File: config.mk
export PLATFORM = sky130hd
export DESIGN_NAME = axi_rd_arb_flat
export DESIGN_NICKNAME = d
export VERILOG_FILES = /design/src/rtl/defs_pkg.sv /design/src/rtl/axi_rd_arb_if.sv /design/src/rtl/rr_arb2.sv /design/src/rtl/axi_rd_arb.sv /design/src/flat_wrapper.sv
export SDC_FILE = /design/constraint.sdc
export NUM_CORES = 1
export LEC_CHECK = 0
export CAP_MARGIN = 30
export CORE_ASPECT_RATIO = 1.1
export CORE_MARGIN = 4
export CORE_UTILIZATION = 34
export CTS_CLUSTER_SIZE = 28
export DETAILED_ROUTE_END_ITERATION = 8
export PLACE_DENSITY = 0.81
export SETUP_SLACK_MARGIN = 0.3
export SYNTH_ARGS = -nofsm -noshare
export SYNTH_HDL_FRONTEND = slang
export SYNTH_SLANG_ARGS = --single-unit
File: constraint.sdc
create_clock -name clk -period 1.5 [get_ports clk]
set_input_delay 0.3 -clock clk [delete_from_list [all_inputs] [get_ports clk]]
set_output_delay 0.3 -clock clk [all_outputs]
set_load 0.02 [all_outputs]
File: src/rtl/defs_pkg.sv
// Shared types and constants for the two-requester AXI read arbiter.
package defs_pkg;

    localparam int AxiIdWidth = 4;

    // Requester indices.
    localparam logic REQ_IFU = 1'b0;
    localparam logic REQ_LSU = 1'b1;

    // Fixed AXI attributes for every AR issued.
    localparam logic [2:0] AXI_SIZE_8B    = 3'b011;
    localparam logic [1:0] AXI_BURST_INCR = 2'b01;
    localparam logic [1:0] AXI_RESP_OKAY  = 2'b00;

    typedef enum logic [1:0] {
        ST_IDLE  = 2'd0,
        ST_ADDR  = 2'd1,
        ST_DATA  = 2'd2,
        ST_DRAIN = 2'd3
    } arb_state_e;

endpackage

File: src/rtl/axi_rd_arb_if.sv
// Requester-side and fabric-side signals of the read arbiter, bundled.
interface axi_rd_arb_if;
    import defs_pkg::*;

    logic [1:0]            req_arvalid;
    logic [1:0]            req_arready;
    logic [63:0]           req_araddr;
    logic [15:0]           req_arlen;
    logic [1:0]            req_abort;
    logic [1:0]            req_rvalid;
    logic [1:0]            req_rready;
    logic [63:0]           req_rdata;
    logic [1:0]            req_rresp;
    logic                  req_rlast;

    logic [AxiIdWidth-1:0] m_arid;
    logic [31:0]           m_araddr;
    logic [7:0]            m_arlen;
    logic [2:0]            m_arsize;
    logic [1:0]            m_arburst;
    logic                  m_arvalid;
    logic                  m_arready;
    logic [AxiIdWidth-1:0] m_rid;
    logic [63:0]           m_rdata;
    logic [1:0]            m_rresp;
    logic                  m_rlast;
    logic                  m_rvalid;
    logic                  m_rready;

    // Arbiter view.
    modport master (
        input  req_arvalid, req_araddr, req_arlen, req_abort, req_rready,
               m_arready, m_rid, m_rdata, m_rresp, m_rlast, m_rvalid,
        output req_arready, req_rvalid, req_rdata, req_rresp, req_rlast,
               m_arid, m_araddr, m_arlen, m_arsize, m_arburst, m_arvalid, m_rready
    );

    // Environment view (requesters plus fabric).
    modport slave (
        output req_arvalid, req_araddr, req_arlen, req_abort, req_rready,
               m_arready, m_rid, m_rdata, m_rresp, m_rlast, m_rvalid,
        input  req_arready, req_rvalid, req_rdata, req_rresp, req_rlast,
               m_arid, m_araddr, m_arlen, m_arsize, m_arburst, m_arvalid, m_rready
    );
endinterface

File: src/rtl/rr_arb2.sv
// Two-way round-robin grant; on contention the index opposite the last grant wins.
module rr_arb2
    import defs_pkg::*;
(
    input  logic       clk,
    input  logic       rst,
    input  logic [1:0] req_i,
    input  logic       update_i,
    output logic [1:0] gnt_o,
    output logic       idx_o
);

    logic pref_q, pref_d;

    // Select the winner and compute the preference for the next contention.
    always_comb begin
        idx_o  = REQ_IFU;
        gnt_o  = 2'b00;
        pref_d = pref_q;
        if (req_i == 2'b11) begin
            idx_o = pref_q;
        end else if (req_i[REQ_LSU]) begin
            idx_o = REQ_LSU;
        end
        if (req_i != 2'b00) begin
            gnt_o[idx_o] = 1'b1;
            if (update_i) begin
                pref_d = ~idx_o;
            end
        end
    end

    // Preference register, index 0 favoured out of reset.
    always_ff @(posedge clk or posedge rst) begin
        if (rst) begin
            pref_q <= REQ_IFU;
        end else begin
            pref_q <= pref_d;
        end
    end

endmodule

File: src/rtl/axi_rd_arb.sv
// AXI read arbiter: two requesters share one fabric read port, one burst at a time.
//
//   state    | meaning
//   ---------+-------------------------------------------------------------
//   ST_IDLE  | no burst; grant a requester and latch its AR fields
//   ST_ADDR  | AR presented to fabric until accepted; owner abort is recorded
//   ST_DATA  | beats routed to owner; owner abort switches to drain at once
//   ST_DRAIN | beats swallowed (m_rready=1) until the last one
module axi_rd_arb
    import defs_pkg::*;
(
    input  logic         clk,
    input  logic         rst,
    axi_rd_arb_if.master bus
);

    arb_state_e  state_q, state_d;
    logic        owner_q, owner_d;
    logic [31:0] addr_q, addr_d;
    logic [7:0]  len_q, len_d;
    logic        abort_q, abort_d;

    logic [1:0]  gnt;
    logic        gnt_idx;
    logic        grant_en;
    logic        own_abort;
    logic        own_rready;

    assign own_abort  = bus.req_abort[owner_q];
    assign own_rready = bus.req_rready[owner_q];

    rr_arb2 u_rr (
        .clk      (clk),
        .rst      (rst),
        .req_i    (bus.req_arvalid),
        .update_i (grant_en),
        .gnt_o    (gnt),
        .idx_o    (gnt_idx)
    );

    // Next-state and handshake outputs.
    always_comb begin
        state_d         = state_q;
        owner_d         = owner_q;
        addr_d          = addr_q;
        len_d           = len_q;
        abort_d         = abort_q;
        grant_en        = 1'b0;
        bus.req_arready = 2'b00;
        bus.req_rvalid  = 2'b00;
        bus.m_arvalid   = 1'b0;
        bus.m_rready    = 1'b0;
        case (state_q)
            ST_IDLE: begin
                abort_d = 1'b0;
                // Reset is checked here so no grant pulse escapes while rst is high.
                if (!rst && bus.req_arvalid != 2'b00) begin
                    grant_en        = 1'b1;
                    bus.req_arready = gnt;
                    owner_d         = gnt_idx;
                    addr_d          = gnt_idx ? bus.req_araddr[63:32] : bus.req_araddr[31:0];
                    len_d           = gnt_idx ? bus.req_arlen[15:8] : bus.req_arlen[7:0];
                    state_d         = ST_ADDR;
                end
            end
            ST_ADDR: begin
                bus.m_arvalid = 1'b1;
                if (own_abort) begin
                    abort_d = 1'b1;
                end
                if (bus.m_arready) begin
                    state_d = (abort_q || own_abort) ? ST_DRAIN : ST_DATA;
                end
            end
            ST_DATA: begin
                if (own_abort) begin
                    bus.m_rready = 1'b1;
                    state_d      = (bus.m_rvalid && bus.m_rlast) ? ST_IDLE : ST_DRAIN;
                end else begin
                    bus.req_rvalid[owner_q] = bus.m_rvalid;
                    bus.m_rready            = own_rready;
                    if (bus.m_rvalid && own_rready && bus.m_rlast) begin
                        state_d = ST_IDLE;
                    end
                end
            end
            ST_DRAIN: begin
                bus.m_rready = 1'b1;
                if (bus.m_rvalid && bus.m_rlast) begin
                    state_d = ST_IDLE;
                end
            end
            default: state_d = ST_IDLE;
        endcase
    end

    // State and latched AR fields.
    always_ff @(posedge clk or posedge rst) begin
        if (rst) begin
            state_q <= ST_IDLE;
            owner_q <= REQ_IFU;
            addr_q  <= '0;
            len_q   <= '0;
            abort_q <= 1'b0;
        end else begin
            state_q <= state_d;
            owner_q <= owner_d;
            addr_q  <= addr_d;
            len_q   <= len_d;
            abort_q <= abort_d;
        end
    end

    assign bus.m_arid    = {{(AxiIdWidth-1){1'b0}}, owner_q};
    assign bus.m_araddr  = addr_q;
    assign bus.m_arlen   = len_q;
    assign bus.m_arsize  = AXI_SIZE_8B;
    assign bus.m_arburst = AXI_BURST_INCR;
    assign bus.req_rdata = bus.m_rdata;
    assign bus.req_rresp = bus.m_rresp;
    assign bus.req_rlast = bus.m_rlast;

    // Fabric must return the ID we issued; routing never depends on m_rid.
    a_rid_match: assert property (@(posedge clk) disable iff (rst)
        ((state_q == ST_DATA || state_q == ST_DRAIN) && bus.m_rvalid) |-> (bus.m_rid == bus.m_arid));

endmodule

File: src/flat_wrapper.sv
// flat-port wrapper written by rule: the top's interface ports become plain ports
module axi_rd_arb_flat import defs_pkg::*;
  (clk, rst, bus_req_arvalid, bus_req_araddr, bus_req_arlen, bus_req_abort, bus_req_rready, bus_m_arready, bus_m_rid, bus_m_rdata, bus_m_rresp, bus_m_rlast, bus_m_rvalid, bus_req_arready, bus_req_rvalid, bus_req_rdata, bus_req_rresp, bus_req_rlast, bus_m_arid, bus_m_araddr, bus_m_arlen, bus_m_arsize, bus_m_arburst, bus_m_arvalid, bus_m_rready);
  axi_rd_arb_if bus_i ();
  input  logic clk;
  input  logic rst;
  input wire logic [$bits(bus_i.req_arvalid)-1:0] bus_req_arvalid;
  input wire logic [$bits(bus_i.req_araddr)-1:0] bus_req_araddr;
  input wire logic [$bits(bus_i.req_arlen)-1:0] bus_req_arlen;
  input wire logic [$bits(bus_i.req_abort)-1:0] bus_req_abort;
  input wire logic [$bits(bus_i.req_rready)-1:0] bus_req_rready;
  input wire logic [$bits(bus_i.m_arready)-1:0] bus_m_arready;
  input wire logic [$bits(bus_i.m_rid)-1:0] bus_m_rid;
  input wire logic [$bits(bus_i.m_rdata)-1:0] bus_m_rdata;
  input wire logic [$bits(bus_i.m_rresp)-1:0] bus_m_rresp;
  input wire logic [$bits(bus_i.m_rlast)-1:0] bus_m_rlast;
  input wire logic [$bits(bus_i.m_rvalid)-1:0] bus_m_rvalid;
  output wire logic [$bits(bus_i.req_arready)-1:0] bus_req_arready;
  output wire logic [$bits(bus_i.req_rvalid)-1:0] bus_req_rvalid;
  output wire logic [$bits(bus_i.req_rdata)-1:0] bus_req_rdata;
  output wire logic [$bits(bus_i.req_rresp)-1:0] bus_req_rresp;
  output wire logic [$bits(bus_i.req_rlast)-1:0] bus_req_rlast;
  output wire logic [$bits(bus_i.m_arid)-1:0] bus_m_arid;
  output wire logic [$bits(bus_i.m_araddr)-1:0] bus_m_araddr;
  output wire logic [$bits(bus_i.m_arlen)-1:0] bus_m_arlen;
  output wire logic [$bits(bus_i.m_arsize)-1:0] bus_m_arsize;
  output wire logic [$bits(bus_i.m_arburst)-1:0] bus_m_arburst;
  output wire logic [$bits(bus_i.m_arvalid)-1:0] bus_m_arvalid;
  output wire logic [$bits(bus_i.m_rready)-1:0] bus_m_rready;
  assign bus_i.req_arvalid = bus_req_arvalid;
  assign bus_i.req_araddr = bus_req_araddr;
  assign bus_i.req_arlen = bus_req_arlen;
  assign bus_i.req_abort = bus_req_abort;
  assign bus_i.req_rready = bus_req_rready;
  assign bus_i.m_arready = bus_m_arready;
  assign bus_i.m_rid = bus_m_rid;
  assign bus_i.m_rdata = bus_m_rdata;
  assign bus_i.m_rresp = bus_m_rresp;
  assign bus_i.m_rlast = bus_m_rlast;
  assign bus_i.m_rvalid = bus_m_rvalid;
  assign bus_req_arready = bus_i.req_arready;
  assign bus_req_rvalid = bus_i.req_rvalid;
  assign bus_req_rdata = bus_i.req_rdata;
  assign bus_req_rresp = bus_i.req_rresp;
  assign bus_req_rlast = bus_i.req_rlast;
  assign bus_m_arid = bus_i.m_arid;
  assign bus_m_araddr = bus_i.m_araddr;
  assign bus_m_arlen = bus_i.m_arlen;
  assign bus_m_arsize = bus_i.m_arsize;
  assign bus_m_arburst = bus_i.m_arburst;
  assign bus_m_arvalid = bus_i.m_arvalid;
  assign bus_m_rready = bus_i.m_rready;
  axi_rd_arb u_core (.clk(clk), .rst(rst), .bus(bus_i));
endmodule
# Word level (Yosys, flattened, before mapping)
# Cells that the tools add are included.
# W data, S select, Z words.
[op_classes]
magnitude_cmp = 4
n_eq_ne = 9
muxes = 32
n_bitwise = 2
reduce_logical = 15
[op_table]
columns = ["op", "n"]
rows = [
  ["$mux W32", 1],
  ["$mux W2", 11],
  ["$mux W1", 14],
  ["$mux W8", 1],
  ["$pmux W2 S4", 1],
  ["$eq A2 B2 Y1 const B", 3],
  ["$logic_and A1 B1 Y1", 6],
  ["$ne A2 B1 Y1 const B", 3],
  ["$reduce_and A2 Y1", 3],
  ["$lt A1 B2 Y1 const B", 2],
  ["$pmux W1 S2", 2],
  ["$reduce_and A4 Y1", 1],
  ["$reduce_bool A2 Y1", 2],
  ["$ne A3 B1 Y1 const B", 1],
  ["$and A2 B2 Y2", 1],
  ["$demux W1 S1", 2],
  ["$eq A2 B1 Y1 const B", 1],
  ["$ge A1 B1 Y1 const B", 2],
  ["$logic_not A2 Y1", 1],
  ["$ne A2 B2 Y1 const B", 1],
  ["$logic_not A1 Y1", 1],
  ["$logic_or A1 B1 Y1", 1],
  ["$not A1 Y1", 1],
]
[word_totals]
register_bits = 45
in_bits = 161
output_inout_bits = 122
wordCells = 68

# Logic depth before layout (Yosys ltp)
[depth]
ltp_word = 9
ltp_mapped = 7

# Hierarchy
# From an unflattened synthesis, not the netlist that was laid out.
[hier_totals]
cells_unflattened = 247
hier_area_um2 = 3066.7
[by_module_without_submodules]
columns = ["module", "n_inst", "cells_each", "area_per_inst_um2", "seq_area_each_um2"]
rows = [
  ["axi_rd_arb", 1, 239, 3000.4, 1101.1],
  ["rr_arb2", 1, 8, 66.3, 25.0],
]

# Least setup slack after synthesis
# Ideal clock, no wire load.
[synth_path]
kind = "reg2out"
startpoint = "reg u_core.state_q[0]"
endpoint = "out bus_req_arready[0]"
arrival_time_ps = 1320
path_slack_ps = -120
path_stages_with_launch = 5
path_buffers = 1
cell_sequence = "dfrtp_1 > nor2_1 > and2_4 > buf_6 > nor2b_1"
[synth_via]
elab_chain_cells = 2
[synth_rtl]
columns = ["element", "line", "rtl"]
rows = [
  ["from (decl)", "axi_rd_arb.sv:17", "arb_state_e state_q, state_d;"],
  ["from (signal assigned)", "axi_rd_arb.sv:106", "state_q <= state_d;"],
  ["$logic_not A2 Y1", "axi_rd_arb.sv:53", "case (state_q)"],
  ["$mux W2", "axi_rd_arb.sv:53", ""],
  ["to (decl)", "flat_wrapper.sv:18", "output wire logic [$bits(bus_i.req_arready)-1:0] bus_req_arready;"],
]
# Every way passes these cells.

# Worst setup path after layout
[layout_path]
startpoint = "reg u_core.owner_q"
endpoint = "out bus_m_rready"
[layout_via]
elab_chain_cells = 4
word_cells_on_any_way = 6
classes_between = "6 x mux"
[layout_rtl]
columns = ["element", "line", "rtl"]
rows = [
  ["from (decl)", "axi_rd_arb.sv:18", "logic owner_q, owner_d;"],
  ["from (signal assigned)", "axi_rd_arb.sv:107", "owner_q <= owner_d;"],
  ["$mux W1, on equally long branches (2 in a row)", "axi_rd_arb.sv:30, axi_rd_arb.sv:29", ""],
  ["$mux W1 (*)", "axi_rd_arb.sv:76", "if (own_abort) begin"],
  ["$pmux W1 S2 (*)", "axi_rd_arb.sv:53", ""],
  ["to (decl)", "flat_wrapper.sv:29", "output wire logic [$bits(bus_i.m_rready)-1:0] bus_m_rready;"],
]
# Every way passes the cells marked *; elsewhere a longest branch is shown, timed or not. The select of a mux whose other input is x is not followed.

==> results_dict.tcl <==
set metrics [dict create \
    max-vdd-ir-drop_v 0.0008190 \
    core_sq_mm 0.01049 \
    synth_compound_area_frac 0.4357 \
    synth_adder_area_share 0 \
    die-area_sq_mm 0.01257 \
    yosys-mux-area-fraction 0.006791 \
    power.switching_mw 3.746 \
    grt_overflow 0 \
    grt_start_max_net_pins 43 \
    ys.flop_type "dfrtp_1" \
    grt_pass1_wl_microns 18990 \
    avgSynthCellArea_sq_um 10.47 \
    num_rows 39 \
    p_leak_nw 1.838 \
    ios 283 \
    vias 3089 \
    die_y_microns 117.2 \
    start_kind "flip-flop" \
    cts.clk_slew.worst_paths_ps 70 \
    crit_type "reg -> out" \
    maxSlewViolCount 0 \
    finalHoldViolations 0 \
    synth_cell_types 33 \
    p_comb_frac 0.590 \
    design_area_sq_mm 0.005106 \
    critPathArrivalTime_ps 1380 \
    antenna_left 0 \
    fmax_mhz 594.4 \
    p_total_mw 8.618 \
    synthSimpleGateAreaFrac 0.02581 \
    pwr-share-clk 0.151 \
    placed_area_sq_mm 0.004765 \
    ys_seq_elements 45 \
    swShare 0.4347 \
    cts.sinks 45 \
    clockBufferDepth 2 \
    violations "negative setup slack" \
    p_int_mw 4.872 \
    r2r-end "u_core.owner_q" \
    synth_cells 352 \
    hold_ws_ps 329.0 \
    grt_pass1_vias 3179 \
    firstDrtPassIters 4 \
    critPathSlowestCell "dfrtp_2" \
    cts_root_buffer "clkbuf_16" \
    initial_core_util 0.3512 \
    synthesis.area_sq_mm 0.003685 \
    powerDensity_mw_per_mm2 1688 \
    fin_nets 595 \
    crit_fanout 4 \
    worst_slack_ps -182.3 \
    r2r_cells 7 \
    wl_per_cell_microns 23.35 \
    status "complete, but fails checks" \
    viasPerCell 5.344 \
    crit_required_ps 1200 \
    cts_tree "yes" \
    dpl.hpwl_microns 9604 \
    crit_path_end_kind "primary output" \
    drv_cap 0 \
    final_cell_mix "82 x clkdlybuf4s50_1, 43 x dfrtp_1, 41 x a21oi_1, 41 x buf_2, 40 x o211ai_1" \
    synthXorXnorAreaFrac 0 \
    final_common_cell "clkdlybuf4s50_1" \
    die_x_microns 107.3 \
    clk_latency_ps 280 \
    period_share 1.122 \
    path_cells "nor3b_4 > o21ai_2 > and2_4 > buf_6" \
    cpPeakStageDelay_ps 460 \
    final_util 0.4867 \
    synth-edff-count 0 \
    drc 0 \
    pre_cts_slack_ps -785.1 \
    ys_seq_area_frac 0.3056 \
    htree_levels 2 \
    setup_viol 44 \
    gp_congestion 0.7735 \
    numPortBuffers 138 \
    post-route-min-period_ps 1682 \
    yosysWarnings 0 \
    wl_microns 13500 \
    hp-class "in -> async" \
    antenna_found_initial 0 \
    finClkSkew_ps 5.119 \
    n_antenna_cell 0 \
    cts_buffers 5 \
    synth_top_family_by_area "compound AO/OA/AOI/OAI gates" \
    area_growth_pct 38.57 \
    async_reset_ff_frac 1.000 \
    drt_iter0_drc 177 \
    rsz0062_at_grt "yes" \
    power_frac_seq 0.259 \
    rrSetupSlack_ps -80 \
    grtUsageTotal 0.1999 \
    rr_startpoint "u_core.state_q[0]" \
    layout-drive-gt1-share 0.3862 \
]
[layer usage]
layer / vias up / global-route usage / routed length, microns
met2: 192 / 0.3617 / 7145
met4: 0 / 0.05882 / 293
met5: - / 0 / 0
met3: 22 / 0.1075 / 1678
met1: 1504 / 0.1987 / 4379
li1: 1371 / - / -
[cell type report]
type | instances | area (sq um)
Timing Repair Buffer | 182 | 1707
Clock inverter | 1 | 30.03
Fill cell | 952 | 5385
Sequential cell | 45 | 1129
Clock buffer | 7 | 142.6
Tap cell | 143 | 178.9
Multi-Input combinational cell | 196 | 1901
Inverter | 4 | 18.77
[cells in the mapped netlist, types with 2 or more instances]
cell type	number	area, sq um
a31oi_4	39	829.6
clkbuf_1	22	82.58
inv_2	2	7.510
o21ai_1	2	10.01
nor2_1	4	15.01
buf_2	7	35.03
and2_1	2	12.51
a21oi_1	42	210.2
nor3_1	4	20.02
inv_1	2	7.510
conb_1	2	7.510
nor3b_1	2	15.01
o21ai_0	39	195.2
dfrtp_1	45	1126
buf_4	76	570.6
buf_6	3	33.78
o211ai_1	40	300.3
buf_12	4	80.08
[kinds of logic after synthesis]
family | after synthesis
compound gates | 169
buf+inv | 117
flops | 45
simple gates | 17
mux | 2
other cells | 2
[worst max-delay path by stage]
stage / from / to / slack (ps) / depth (start not counted)
2_1_floorplan: bus_req_arvalid[1] / bus_req_arready[1] / 70 / 6
3_3_place_gp: bus_req_arvalid[0] / bus_req_arready[1] / -790 / 5
3_5_place_dp: bus_req_arvalid[0] / bus_req_arready[1] / -790 / 5
4_1_cts: u_core.owner_q / bus_m_rready / -140 / 4
5_1_grt: u_core.owner_q / bus_m_rready / -220 / 4
6_report: u_core.owner_q / bus_m_rready / -180 / 4
[power by group through the flow]
stage	clock network, mW	logic (mW)	registers, mW
finish	1.30	5.08	2.23
global route	1.38	5.39	2.31
CTS	1.34	4.94	2.21
detailed placement	0	5.17	2.23
global placement	0	5.07	2.22
floorplan	0	2.75	2.87
[repair_timing]
item	in CTS	in global routing
setup buffers	10	2
hold buffers	0	0
gates resized for setup	240	19
gates cloned	3	0
setup endpoints to repair	93	52
hold endpoints to repair	0	0
pin swaps	9	6
[state kept, by name, indices dropped and copies added (netlist names)]
register             count
u_core.bus.m_araddr     32
u_core.bus.m_arlen       8
u_core.state_q           2
u_core.abort_q           1
u_core.owner_q           1
u_core.u_rr.pref_q       1
[worst max-delay path: cells and delay by family (launching register included)]
kind | cells | cell delay [ps]
flops | 1 | 460
simple gates | 2 | 360
buf+inv | 1 | 110
compound gates | 1 | 170
[per-stage QoR]
| stage | TNS [ps] | std cells |
|---|---|---|
| final | -2143 | 578 |
| after global routing | -4436 | 578 |
| after CTS | -510.8 | 576 |
| after detailed placement | -22620 | 555 |
| after global placement | -22040 | 555 |
| after floorplan | 0 | 358 |
Power figures use the tool's default switching activity.
